## src/rtl/mem_bus_arbiter.sv

```systemverilog
// Two-port round-robin arbiter for the shared memory bus, with one idle turnaround cycle between owners.
// Optional feature: define ARB_PREEMPT_EN to force a handover after MAX_HOLD owned cycles when the other port waits.
`ifndef WORD_SIZE
`define WORD_SIZE 16
`endif
`ifndef ADDR_SIZE
`define ADDR_SIZE 8
`endif

module mem_bus_arbiter #(
  parameter int WORD_SIZE = `WORD_SIZE,
  parameter int ADDR_SIZE = `ADDR_SIZE,
  parameter int MAX_HOLD  = 16
) (
  input  logic                 clk,
  input  logic                 rst,
  input  logic                 req0,
  input  logic                 req1,
  input  logic [ADDR_SIZE-1:0] addr0,
  input  logic [ADDR_SIZE-1:0] addr1,
  input  logic [WORD_SIZE-1:0] wdata0,
  input  logic [WORD_SIZE-1:0] wdata1,
  input  logic                 wr0,
  input  logic                 wr1,
  output logic                 gnt0,
  output logic                 gnt1,
  output logic [WORD_SIZE-1:0] rdata,
  output logic [ADDR_SIZE-1:0] mem_addr,
  output logic [WORD_SIZE-1:0] mem_wdata,
  output logic                 mem_wr_en,
  input  logic [WORD_SIZE-1:0] mem_rdata,
  output logic [1:0]           owner,
  output logic                 preempt
);

  typedef enum logic [1:0] {IDLE, OWN0, OWN1, TURN} state_t;

  state_t     state;
  logic       last_owner;
  logic [1:0] pick;
  logic       expire0;
  logic       expire1;

  if (MAX_HOLD < 2 || MAX_HOLD > 255) begin : g_bad_hold
    $error("MAX_HOLD must lie in 2..255");
  end

  // Winner of a fresh arbitration: a tie goes to the port that did not own the bus last.
  always_comb begin
    pick = 2'b00;
    if (req0 && req1)
      pick = last_owner ? 2'b01 : 2'b10;
    else if (req0)
      pick = 2'b01;
    else if (req1)
      pick = 2'b10;
  end

`ifdef ARB_PREEMPT_EN
  localparam logic [7:0] HOLD_LAST = 8'(MAX_HOLD - 1);

  logic [7:0] hold_cnt;
  logic       preempt_r;

  assign expire0 = (hold_cnt == HOLD_LAST) && req1;
  assign expire1 = (hold_cnt == HOLD_LAST) && req0;

  // Counter sits at 0 outside ownership, so it reads 0 during the first owned cycle.
  always_ff @(posedge clk or negedge rst) begin
    if (!rst) begin
      hold_cnt  <= 8'd0;
      preempt_r <= 1'b0;
    end else begin
      preempt_r <= ((state == OWN0) && req0 && expire0) ||
                   ((state == OWN1) && req1 && expire1);
      if (state == IDLE || state == TURN)
        hold_cnt <= 8'd0;
      else if (hold_cnt != HOLD_LAST)
        hold_cnt <= hold_cnt + 8'd1;
    end
  end

  assign preempt = preempt_r;
`else
  assign expire0 = 1'b0;
  assign expire1 = 1'b0;
  assign preempt = 1'b0;
`endif

  always_ff @(posedge clk or negedge rst) begin
    if (!rst) begin
      state      <= IDLE;
      gnt0       <= 1'b0;
      gnt1       <= 1'b0;
      owner      <= 2'b00;
      last_owner <= 1'b1;
    end else begin
      case (state)
        IDLE, TURN: begin
          case (pick)
            2'b01: begin
              state <= OWN0;
              gnt0  <= 1'b1;
              gnt1  <= 1'b0;
              owner <= 2'b01;
            end
            2'b10: begin
              state <= OWN1;
              gnt0  <= 1'b0;
              gnt1  <= 1'b1;
              owner <= 2'b10;
            end
            default: begin
              state <= IDLE;
              gnt0  <= 1'b0;
              gnt1  <= 1'b0;
              owner <= 2'b00;
            end
          endcase
        end
        OWN0: begin
          if (!req0 || expire0) begin
            state      <= TURN;
            gnt0       <= 1'b0;
            owner      <= 2'b00;
            last_owner <= 1'b0;
          end
        end
        OWN1: begin
          if (!req1 || expire1) begin
            state      <= TURN;
            gnt1       <= 1'b0;
            owner      <= 2'b00;
            last_owner <= 1'b1;
          end
        end
        default: begin
          state <= IDLE;
          gnt0  <= 1'b0;
          gnt1  <= 1'b0;
          owner <= 2'b00;
        end
      endcase
    end
  end

  // Bus side is steered purely by the grant flops, so a non-owner can never reach the memory.
  always_comb begin
    mem_addr  = '0;
    mem_wdata = '0;
    mem_wr_en = 1'b0;
    if (gnt0) begin
      mem_addr  = addr0;
      mem_wdata = wdata0;
      mem_wr_en = wr0;
    end else if (gnt1) begin
      mem_addr  = addr1;
      mem_wdata = wdata1;
      mem_wr_en = wr1;
    end
  end

  assign rdata = mem_rdata;

endmodule
```

## config.mk

```make
export PLATFORM = sky130hd
export DESIGN_NAME = mem_bus_arbiter
export DESIGN_NICKNAME = d
export VERILOG_FILES = /design/src/rtl/mem_bus_arbiter.sv
export SDC_FILE = /design/constraint.sdc
export NUM_CORES = 1
export LEC_CHECK = 0
export CORE_ASPECT_RATIO = 1.4
export CORE_UTILIZATION = 21
export DETAILED_ROUTE_END_ITERATION = 7
export PLACE_DENSITY_LB_ADDON = 0.1
export RECOVER_POWER = 100
export SKIP_CTS_REPAIR_TIMING = 1
export SLEW_MARGIN = 40
export SYNTH_ARGS = -nofsm -noshare
export SYNTH_HDL_FRONTEND = slang
export SYNTH_SLANG_ARGS = --single-unit
```

## constraint.sdc

```tcl
create_clock -name clk -period 1.3 [get_ports clk]
set_input_delay 0.26 -clock clk [delete_from_list [all_inputs] [get_ports clk]]
set_output_delay 0.26 -clock clk [all_outputs]
set_load 0.05 [all_outputs]
```

==> results.toml <==
[route]
avgRoutedWirePerCell_um = 17.1
met3_length_um = 515
finalWirelength_um = 3610
top_layer = "met4"
ant_nets = 0
vias = 1063
drc_errors = 0
met2_length_um = 1760
vias_per_cell = 5.04
drtPass1Iterations = 5
drtIter0Drc = 4
drt-met1-wl_um = 1200

[die]
die_area_um2 = 4040
die_height_um = 74.8
dieWidth_um = 54.0
rows = 26
core_area_um2 = 3640
io-pin-count = 116
initial_utilization_pct = 21.8

[critical_path]
r2r_start = "state[0]$_DFFE_PN0P_"
r2r-end = "gnt1$_DFFE_PN0P_"
crit_fanout = 9
reg2regPathDepth = 5
critPathRequiredTime_ns = 1.04
cp-end-kind = "primary output"
start_kind = "flip-flop"
crit_arrival_ns = 1.31
startpoint = "gnt1$_DFFE_PN0P_"
criticalPathCategory = "flip-flop to primary output"
rrSetupSlack_ns = 0.03

[power]
irDropWorstVdd_mv = 1.37
clock_power_share_pct = 5.7
power_frac_comb_pct = 86.4
sw_frac_of_total_pct = 46.3
power.internal_w = 0.00294
switchingPower_w = 0.00254
p_seq_share_pct = 7.9
leakagePower_nw = 0.958
power.density_nw_per_um2 = 2500
p_total_w = 0.00548

[cts]
root_buffer = "clkbuf_8"
path_clk_slew_ns = 0.04
clkLatencyLatePin_ns = 0.23
cts.sinks = 7
cts_tree = "yes"
htree_levels = 1
clk_path_buf_depth = 2
numCtsBuffers = 3

[final_layout]
drive_above_1_share_pct = 49.1
nets = 243
area_growth_pct = 176
design_area_um2 = 2190
num_antenna_cells = 0
post-route-util_pct = 60.1

[sta]
grt_setup_unrepaired = "true"
period_share_pct = 121
fin_hold_ws_ns = 0.367
slew_viol_final = 0
finalSetupViolCount = 25
layout_setup_ws_ns = -0.270
fmax_mhz = 637
tns_ns = -6.37
finalClockSkew_ns = 0.000614
fin_crit_ns = 1.57
hold_viol = 0

[yosys]
synth_edf_count = 0
synth_warnings = 0
synth.largest_area_cell = "a22o_1"
ys_seq_elements = 7
synth_ff_type = "dfrtp_1"
ys_top_cells_by_area = "a22o_1, buf_4, dfrtp_1"
avgSynthCellArea_um2 = 8.83
synth_top_area_share_pct = 27.6
syn_inst = 90
yosysMostFrequentCell = "a22o_1"
ys_seq_area_share_pct = 22.2
ys_top_cells_by_count = "a22o_1, buf_4, nand2_1, dfrtp_1, inv_1"
syn_nets = 163
synth.distinct_cells = 22
netlist_area_um2 = 795
async_flop_share_pct = 100

[run_status]
violations = "negative setup slack"
status = "finished, violations left"

[global_routing]
grt_overflow = 0
antenna_found_initial = 0
grt_max_degree = 27
grt_usage_pct = 17.1
first_global_vias = 1035
grt_first_pass_wirelength_um = 5040

[placement]
numPortBuffers = 82
post_dp_cell_area_um2 = 2070
dp_hpwl_um = 2870
gp_congestion = 0.823

[min_path]
hold_path.class = "input port to asynchronous set/reset pin"

[run]
max_cap_violations = 0
-- state kept, by name (all words and copies together), names as in the netlist --
signal      flops
last_owner      1
gnt0            1
owner           2
state           2
gnt1            1
-- routing by layer --
metal	up-vias	track usage, %
li1	476	-
met1	485	17.3
met2	88	28.9
met3	14	8.08
met4	0	8.55
met5	-	0
-- logic make-up (layout without fill, tap and decap cells) --
| group | count (synthesis) | after routing | share of synthesized area [%] |
|---|---|---|---|
| simple gates | 16 | 16 | 10.9 |
| buf+inv | 29 | 107 | 25.2 |
| fa+ha+maj | 3 | 3 | 4.72 |
| other cells | 1 | 1 | 0.472 |
| flops | 7 | 7 | 22.2 |
| compound gates | 34 | 35 | 36.5 |
-- worst max-delay path by stage --
stage | endpoint | slack (ns)
2_1_floorplan | mem_addr[6] | -0.12
3_3_place_gp | state[0]$_DFFE_PN0P_ | -0.10
3_5_place_dp | state[1]$_DFFE_PN0P_ | -0.17
4_1_cts | mem_addr[7] | -0.30
5_1_grt | mem_wdata[6] | -0.33
6_report | mem_addr[0] | -0.27
-- layout by cell type, fill, tap and decap left out, types with 2 or more instances in the layout --
| master | netlist | layout |
|---|---|---|
| clkdlybuf4s50_1 | 0 | 52 |
| a31oi_1 | 3 | 3 |
| a22o_4 | 0 | 21 |
| a22o_2 | 0 | 3 |
| buf_12 | 0 | 29 |
| buf_4 | 20 | 12 |
| dfrtp_2 | 0 | 2 |
| inv_2 | 0 | 3 |
| clkbuf_2 | 1 | 2 |
| inv_1 | 6 | 3 |
| nand2_1 | 7 | 7 |
| dfrtp_1 | 6 | 4 |
| clkbuf_8 | 0 | 3 |
| nand4_1 | 2 | 2 |
| nor2_1 | 2 | 2 |
| ha_4 | 0 | 2 |
-- area by class of cell --
cell class | instances | area [um2]
Inverter | 6 | 22.5
Tap cell | 42 | 52.6
Timing Repair Buffer | 97 | 1240
Sequential cell | 7 | 179
Clock buffer | 4 | 45.0
Fill cell | 316 | 1450
Multi-Input combinational cell | 55 | 654
-- critical path, stage by stage (launching register included) --
cell and delay (ns):
dfrtp_2 0.40, inv_2 0.08, nor2_4 0.06, clkbuf_16 0.17, a22o_4 0.23, buf_12 0.14
-- stage by stage --
step	cells	worst slack [ns]
after floorplan	90	-0.123
after global placement	201	-0.104
after detailed placement	201	-0.168
after CTS	205	-0.302
after global routing	211	-0.331
final	211	-0.270
-- power groups by stage --
stage | registers (W) | logic [W] | clock network (W)
after floorplan | 0.000564 | 0.00259 | 0
after global placement | 0.000428 | 0.00449 | 0
after detailed placement | 0.000433 | 0.00455 | 0
after CTS | 0.000431 | 0.00456 | 0.000317
after global routing | 0.000442 | 0.00495 | 0.000332
final | 0.000434 | 0.00474 | 0.000310
No activity file was read; power rests on OpenSTA's default activity.
